`src/rtl/rgb_window_generator.sv`:
```
`default_nettype none
// ============================================================================
// Module      : rgb_window_generator
// Description : Turns a raster-order RGB pixel stream into a sliding 3x3 RGB
//               window. Two line buffers hold the previous two lines and a
//               3x3 register array holds the window. A window is emitted,
//               one clock after the accept, only for fully interior positions
//               (row>=2, col>=2). There is no border padding.
// Ports       : clk, rst_n            - clock, async active-low reset
//               in_valid/in_ready     - input pixel handshake
//               in_sof                - accepted pixel is position (0,0)
//               in_red/green/blue     - input pixel channels
//               out_valid/out_ready   - window handshake
//               out_last              - final window of the frame
//               pixel_k_red/green/blue (k=0..8) - window pixel k=3*r+c,
//                                       k=0 top-left, k=8 bottom-right
// Revision    : 1.0 - initial release
// ============================================================================
module rgb_window_generator #(
    parameter int BIT_PER_PIXEL = 8,
    parameter int IMAGE_WIDTH   = 64,
    parameter int IMAGE_HEIGHT  = 48
) (
    input  logic                     clk,
    input  logic                     rst_n,
    input  logic                     in_valid,
    output logic                     in_ready,
    input  logic                     in_sof,
    input  logic [BIT_PER_PIXEL-1:0] in_red,
    input  logic [BIT_PER_PIXEL-1:0] in_green,
    input  logic [BIT_PER_PIXEL-1:0] in_blue,
    output logic                     out_valid,
    input  logic                     out_ready,
    output logic                     out_last,
    output logic [BIT_PER_PIXEL-1:0] pixel_0_red,
    output logic [BIT_PER_PIXEL-1:0] pixel_0_green,
    output logic [BIT_PER_PIXEL-1:0] pixel_0_blue,
    output logic [BIT_PER_PIXEL-1:0] pixel_1_red,
    output logic [BIT_PER_PIXEL-1:0] pixel_1_green,
    output logic [BIT_PER_PIXEL-1:0] pixel_1_blue,
    output logic [BIT_PER_PIXEL-1:0] pixel_2_red,
    output logic [BIT_PER_PIXEL-1:0] pixel_2_green,
    output logic [BIT_PER_PIXEL-1:0] pixel_2_blue,
    output logic [BIT_PER_PIXEL-1:0] pixel_3_red,
    output logic [BIT_PER_PIXEL-1:0] pixel_3_green,
    output logic [BIT_PER_PIXEL-1:0] pixel_3_blue,
    output logic [BIT_PER_PIXEL-1:0] pixel_4_red,
    output logic [BIT_PER_PIXEL-1:0] pixel_4_green,
    output logic [BIT_PER_PIXEL-1:0] pixel_4_blue,
    output logic [BIT_PER_PIXEL-1:0] pixel_5_red,
    output logic [BIT_PER_PIXEL-1:0] pixel_5_green,
    output logic [BIT_PER_PIXEL-1:0] pixel_5_blue,
    output logic [BIT_PER_PIXEL-1:0] pixel_6_red,
    output logic [BIT_PER_PIXEL-1:0] pixel_6_green,
    output logic [BIT_PER_PIXEL-1:0] pixel_6_blue,
    output logic [BIT_PER_PIXEL-1:0] pixel_7_red,
    output logic [BIT_PER_PIXEL-1:0] pixel_7_green,
    output logic [BIT_PER_PIXEL-1:0] pixel_7_blue,
    output logic [BIT_PER_PIXEL-1:0] pixel_8_red,
    output logic [BIT_PER_PIXEL-1:0] pixel_8_green,
    output logic [BIT_PER_PIXEL-1:0] pixel_8_blue
);

    localparam int BPP = BIT_PER_PIXEL;
    localparam int PW  = 3 * BPP;                 // packed {red, green, blue}
    localparam int CW  = $clog2(IMAGE_WIDTH);
    localparam int RW  = $clog2(IMAGE_HEIGHT);

    localparam logic [CW-1:0] c_COL_LAST = CW'(IMAGE_WIDTH - 1);
    localparam logic [RW-1:0] c_ROW_LAST = RW'(IMAGE_HEIGHT - 1);
    localparam logic [CW-1:0] c_COL_TWO  = CW'(2);
    localparam logic [RW-1:0] c_ROW_TWO  = RW'(2);

    logic [CW-1:0] r_col;
    logic [RW-1:0] r_row;
    logic [PW-1:0] r_line0 [IMAGE_WIDTH];   // line row-2
    logic [PW-1:0] r_line1 [IMAGE_WIDTH];   // line row-1
    logic [PW-1:0] r_win   [9];
    logic [PW-1:0] r_out   [9];
    logic          r_out_valid;
    logic          r_out_last;

    logic          w_accept;
    logic [CW-1:0] w_col;
    logic [RW-1:0] w_row;
    logic [CW-1:0] w_col_nxt;
    logic [RW-1:0] w_row_nxt;
    logic [PW-1:0] w_pix;
    logic [PW-1:0] w_lb0_rd;
    logic [PW-1:0] w_lb1_rd;
    logic [PW-1:0] w_win_nxt [9];
    logic          w_emit;
    logic          w_is_last;

    assign in_ready = !r_out_valid || out_ready;
    assign w_accept = in_valid && in_ready;

    // in_sof overrides the tracked position so a mid-frame stream resyncs.
    assign w_col = in_sof ? '0 : r_col;
    assign w_row = in_sof ? '0 : r_row;

    assign w_pix    = {in_red, in_green, in_blue};
    assign w_lb0_rd = r_line0[w_col];
    assign w_lb1_rd = r_line1[w_col];

    assign w_emit    = w_accept && (w_row >= c_ROW_TWO) && (w_col >= c_COL_TWO);
    assign w_is_last = (w_row == c_ROW_LAST) && (w_col == c_COL_LAST);

    always_comb begin
        w_col_nxt = w_col + CW'(1);
        w_row_nxt = w_row;
        if (w_col == c_COL_LAST) begin
            w_col_nxt = '0;
            w_row_nxt = (w_row == c_ROW_LAST) ? '0 : w_row + RW'(1);
        end
    end

    // Window shifted left by one column with the fresh column on the right.
    always_comb begin
        for (int r = 0; r < 3; r++) begin
            w_win_nxt[3*r]     = r_win[3*r + 1];
            w_win_nxt[3*r + 1] = r_win[3*r + 2];
            w_win_nxt[3*r + 2] = '0;
        end
        w_win_nxt[2] = w_lb0_rd;
        w_win_nxt[5] = w_lb1_rd;
        w_win_nxt[8] = w_pix;
    end

    // Line buffers are plain storage; stale content is masked by row/col gating.
    always_ff @(posedge clk) begin
        if (w_accept) begin
            r_line0[w_col] <= w_lb1_rd;
            r_line1[w_col] <= w_pix;
        end
    end

    always_ff @(posedge clk or negedge rst_n) begin
        if (!rst_n) begin
            r_col       <= '0;
            r_row       <= '0;
            r_out_valid <= 1'b0;
            r_out_last  <= 1'b0;
            for (int k = 0; k < 9; k++) begin
                r_win[k] <= '0;
                r_out[k] <= '0;
            end
        end else begin
            if (w_accept) begin
                r_col <= w_col_nxt;
                r_row <= w_row_nxt;
                for (int k = 0; k < 9; k++) begin
                    r_win[k] <= w_win_nxt[k];
                end
            end
            if (w_emit) begin
                r_out_valid <= 1'b1;
                r_out_last  <= w_is_last;
                for (int k = 0; k < 9; k++) begin
                    r_out[k] <= w_win_nxt[k];
                end
            end else if (out_ready) begin
                r_out_valid <= 1'b0;
                r_out_last  <= 1'b0;
            end
        end
    end

    assign out_valid = r_out_valid;
    assign out_last  = r_out_last;

    assign {pixel_0_red, pixel_0_green, pixel_0_blue} = r_out[0];
    assign {pixel_1_red, pixel_1_green, pixel_1_blue} = r_out[1];
    assign {pixel_2_red, pixel_2_green, pixel_2_blue} = r_out[2];
    assign {pixel_3_red, pixel_3_green, pixel_3_blue} = r_out[3];
    assign {pixel_4_red, pixel_4_green, pixel_4_blue} = r_out[4];
    assign {pixel_5_red, pixel_5_green, pixel_5_blue} = r_out[5];
    assign {pixel_6_red, pixel_6_green, pixel_6_blue} = r_out[6];
    assign {pixel_7_red, pixel_7_green, pixel_7_blue} = r_out[7];
    assign {pixel_8_red, pixel_8_green, pixel_8_blue} = r_out[8];

endmodule
`default_nettype wire
```
`config.mk`:
```
export PLATFORM = sky130hd
export DESIGN_NAME = rgb_window_generator
export DESIGN_NICKNAME = d
export VERILOG_FILES = /design/src/rtl/rgb_window_generator.sv
export SDC_FILE = /design/constraint.sdc
export NUM_CORES = 2
export LEC_CHECK = 0
export CORE_UTILIZATION = 25
export CTS_CLUSTER_DIAMETER = 80
export DETAILED_ROUTE_END_ITERATION = 12
export SLEW_MARGIN = 20
export SYNTH_ARGS = -nofsm -noshare
export SYNTH_HDL_FRONTEND = slang
export SYNTH_SLANG_ARGS = --single-unit
```
`constraint.sdc`:
```
create_clock -name clk -period 13.45 [get_ports clk]
set_input_delay 4.035 -clock clk [delete_from_list [all_inputs] [get_ports clk]]
set_output_delay 4.035 -clock clk [all_outputs]
set_load 0.05 [all_outputs]
```
# --- Yosys cells after proc, flatten, opt, wreduce, memory -nomap -nowiden ---
# Memory sizes are Yosys's and may differ from the RTL's.
# Index checks and enable logic that the tools add are counted.
word_totals:
  regBits: 374
  ram_bits: 3072
  input_bits: 29
  out_inout_bits: 219
  elab_cells: 44
  memories: 2
mem_list:
  columns: ["memory", "depth", "word_bits", "rd", "rd_clocked_by_memory_dff", "write_ports", "line_no", "source"]
  rows:
  - ["r_line0", 64, 24, 1, 0, 1, "76", "logic [PW-1:0] r_line0 [IMAGE_WIDTH];"]
  - ["r_line1", 64, 24, 1, 0, 1, "77", "logic [PW-1:0] r_line1 [IMAGE_WIDTH];"]
op_classes:
  addsub: 2
  order_cmp: 2
  n_eq_ne: 2
  mux: 10
  n_reduce_logical: 7
op_table:
  columns: ["op", "count"]
  rows:
  - ["6-bit 2-to-1 mux", 5]
  - ["6-bit by 1-bit adder with 6-bit output, second input constant", 2]
  - ["6-bit equality test, second input constant", 2]
  - ["6-bit by 2-bit greater-or-equal comparator with 1-bit output, second input constant", 2]
  - ["1-bit 2-to-1 mux", 5]
  - ["1-bit logical AND", 4]
  - ["2-bit nonzero test", 1]
  - ["1-bit zero test", 1]
  - ["1-bit logical OR", 1]

# --- Logic depth before layout (Yosys ltp) ---
logic_depth:
  depth_word: 6
  mapped_depth: 15
  ltp_nobuf: 9

# --- Worst setup path before layout ---
# OpenSTA, ideal clock, no wires.
synth_path:
  path_type: "input to output"
  startpoint: "input out_ready"
  endpoint: "output in_ready"
  arrival_time_ns: 4.482
  required_time_ns: 9.415
  setup_slack_ns: 4.933
  path_stages: 1
  path_cell_list: "nand2b_1"
synth_via:
  elab_chain_len: 1
synth_rtl:
  columns: ["item", "line_no", "source"]
  rows:
  - ["start: declaration", "33", "input logic out_ready,"]
  - ["1-bit logical OR", "95", "assign in_ready = !r_out_valid || out_ready;"]
  - ["end: declaration", "27", "output logic in_ready,"]
# Every way passes these cells.

# --- Worst setup path in the final report ---
# Same ends and word-level chain as after synthesis.

==> results.ini <==
[route]
highest_layer=met5
drc=0
drtIter0Drc=13900
wirelength_mm=477
wl_met1_mm=185
wl_per_cell_um=29.3
drt_pass1_iterations=8
ant_nets=0
vias_per_cell=5.21
wl_met3_mm=60.3
met2_length_mm=210
vias=84700

[timing]
period_share_pct=71.4
hold_violations=0
relSlewSlack_pct=13.4
fin_crit_ns=9.61
fmax_ghz=0.104
fin_skew_ns=0.0739
worst_pin_slew_ns=1.30
rsz0062_at_grt=false
drv_slew=0
setup_viol=0
tns_ns=0

[setup_path]
cp_max_fo=4
crit_chain=clkdlybuf4s50_1, nand2b_1, clkdlybuf4s50_1
cpPeakStageDelay_ns=0.85
rrSetupSlack_ns=6.89
worstRegToRegCells=9
crit_path_end_kind=output pin
reg2reg_from=r_col[2]$_DFFE_PN0P_
r2r_end=r_line0[46][4]$_DFFE_PP_
worst_ep_required_time_ns=9.41
critPathSlowestCell=clkdlybuf4s50_1
cp.arrival_ns=5.57
crit_path_start_kind=input pin
crit_type=input pin to output pin
critPathBufInv=2
crit_family=buffers and inverters
crit_top_cell=clkdlybuf4s50_1

[synthesis]
synthMuxAreaShare_pct=6.67
synthCells=8456
yosysTopAreaCellShare_pct=68.3
synth_top_family_by_area=compound AO/OA/AOI/OAI gates
synth_area_leaders=edfxtp_1 68%, dfrtp_1 6.9%, mux2i_1 4.7%
synth-xor-area-share_pct=0.00649
synth_warnings=0
synthAdderAreaFrac_pct=0.0371
synth-simple-area-share_pct=7.14
synth_cell_type_count=100
synth_largest_area_cell=edfxtp_1
synth_ff_type=edfxtp_1
synthesis.area_um2=135000
ys_seq_elements=3446
synth_fp_nets=8489
async_reset_ff_share_pct=10.9
synth_compound_area_share_pct=8.63
synth_edf_count=3072
synth.yosys.seq_area_share_pct=75.2
avgSynthCellArea_um2=16.0

[global_route]
grt_max_degree=201
overflow=0
grt_pass1_vias=78400
antenna_found_initial=44
grt_pass1_wl_mm=645
grt.total_usage_pct=16.7

[clock_tree]
cts_tree=built
path_clk_slew_ns=0.06
post_cts_resized=0
cts_buffer_depth=4
clk_latency_ns=0.93
postCtsHoldBufs=0
cts_root_buf=clkbuf_16
cts.sinks=3446
post_cts_buffers=0
htree_levels=5
cts-buffers-inserted=351

[die]
initial_core_util_pct=25.1
fp.coreArea_um2=537000
dieArea_um2=543000
io_pins=248
die_h_um=737
rows=269
fp.dieW_um=737

[power_and_ir_drop]
powerDensity_nw_per_um2=152
power_leakage_nw=52.4
peakVddDrop_mv=0.108

[flow_run]
drv_cap=0

[placed_design]
io_buffers=247
place_congestion=0.835
post-dp-hpwl_mm=261
placed_area_um2=147000

[final_layout]
drive_gt1_share_pct=13.5
fillers=53200
reg.largest.list=r_line0 x1536, r_line1 x1536, r_win x144
fin_nets=8819
fin_area_um2=158000
area_delta_synth_final_pct=16.9

[min_path]
min_to=pixel_6_green[5]$_DFFE_PN0P_
hold_start=r_win[37]$_DFFE_PN0P_
min_path_type=flop to flop
holdPathStages=2

[run_status]
run_status=finished clean

==> cell type report <==
cell class              count  area (µm²)  share of cell area (%)
flip-flops and latches   3446      102000                    64.4
multi-input cells        4408       31200                    19.8
clock buffers             465        9610                    6.09
well taps                7181        8980                    5.69
repair buffers            564        4960                    3.14
clock inverters           164        1310                   0.830
diodes                     24        60.1                  0.0380
inverters                  15        58.8                  0.0373
==> worst register-to-register path, stage by stage, from the launching register on <==
cell and delay (ns):
dfrtp_4 0.82, buf_4 0.55, buf_4 0.72, or3b_4 0.73, buf_12 0.56, o21ai_0 0.27, o31ai_1 0.37, o2111ai_1 0.34
nand4b_1 1.11, buf_4 0.69
==> metal layers <==
metal / up-vias / global-route usage (%)
met2: 6011 / 25.6
met5: - / 0
met4: 14 / 6.90
li1: 33700 / -
met3: 1140 / 4.62
met1: 43800 / 22.3
==> per-stage QoR <==
step | hold slack, ns | instances | total power [mW] | worst slack, ns | util (%)
4_1_cts | 0.446 | 16200 | 24.0 | 3.82 | 29.4
2_1_floorplan | 0.439 | 8456 | 13.7 | 4.93 | -
3_5_place_dp | 0.446 | 15600 | 14.7 | 3.83 | 27.3
3_3_place_gp | 0.451 | 15600 | 14.7 | 3.80 | 27.3
6_report | 0.450 | 16300 | 24.0 | 3.84 | 29.4
5_1_grt | 0.479 | 16200 | 24.6 | 3.78 | 29.4
==> cell usage in the layout, fill, tap and decap left out, drive strengths merged, types with 25 or more instances in the layout <==
| master | netlist | layout |
|---|---|---|
| or3b | 37 | 37 |
| nor2b | 73 | 73 |
| and3b | 43 | 43 |
| dfrtp | 374 | 374 |
| a2111oi | 58 | 58 |
| nand3b | 230 | 230 |
| a221oi | 78 | 78 |
| a222oi | 29 | 29 |
| edfxtp | 3072 | 3072 |
| buf | 348 | 343 |
| nor2 | 167 | 167 |
| nor4 | 25 | 25 |
| o22ai | 201 | 201 |
| o41ai | 27 | 27 |
| o2bb2ai | 103 | 103 |
| o221ai | 38 | 38 |
| nand2 | 1015 | 1015 |
| o21ai | 294 | 294 |
| a211oi | 69 | 69 |
| mux2i | 636 | 636 |
| a221o | 31 | 31 |
| mux2 | 145 | 145 |
| nand3 | 52 | 52 |
| and2 | 45 | 45 |
| mux4 | 44 | 44 |
| a21oi | 293 | 293 |
| o22a | 40 | 40 |
| clkbuf | 239 | 465 |
| clkdlybuf4s50 | 0 | 221 |
| inv | 14 | 26 |
| a22o | 47 | 47 |
| a22oi | 110 | 110 |
| nor3b | 26 | 26 |
| a31oi | 67 | 67 |
| nand2b | 71 | 71 |
| clkinv | 1 | 133 |
==> Yosys cell counts, drive strengths merged (11+ instances only) <==
cell and number:
a2111o 13, a2111oi 58, a211o 17, a211oi 69, a21boi 12, a21o 13
a21oi 293, a221o 31, a221oi 78, a222oi 29, a22o 47, a22oi 110
a31oi 67, a41oi 23, and2 45, and3 17, and3b 43, buf 348
clkbuf 239, dfrtp 374, edfxtp 3072, inv 14, mux2 145, mux2i 636
mux4 44, nand2 1015, nand2b 71, nand3 52, nand3b 230, nand4 23
nor2 167, nor2b 73, nor3 21, nor3b 26, nor4 25, nor4b 11
o2111ai 20, o21ai 294, o221ai 38, o22a 40, o22ai 201, o2bb2ai 103
o31ai 24, o41ai 27, or3b 37
==> power by group <==
group          switching [mW]  total [mW]  internal (mW)
logic                    1.80        2.44          0.641
clock network            4.15        9.45           5.30
registers               0.102        12.1           12.0
==> kinds of logic (layout without fill, tap and decap cells) <==
kind of cell	after synthesis	after routing
xor gates and xnor gates	1	1
AOI/OAI and AO/OA	1669	1669
adders and majority gates	4	4
and+or+nand+nor	1909	1909
muxes	825	825
buffers and inverters	602	1208
other	0	24
DFF	3446	3446
==> how the worst max path moves through the flow <==
stage,start,to,slack (ns),cells past startpoint
3_5_place_dp,out_ready,in_ready,3.83,3
6_report,out_ready,in_ready,3.84,3
4_1_cts,out_ready,in_ready,3.82,3
2_1_floorplan,out_ready,in_ready,4.93,1
3_3_place_gp,in_sof,pixel_2_red[6]$_DFFE_PN0P_,3.80,11
5_1_grt,out_ready,in_ready,3.78,3
No activity file was read; power rests on OpenSTA's default activity.
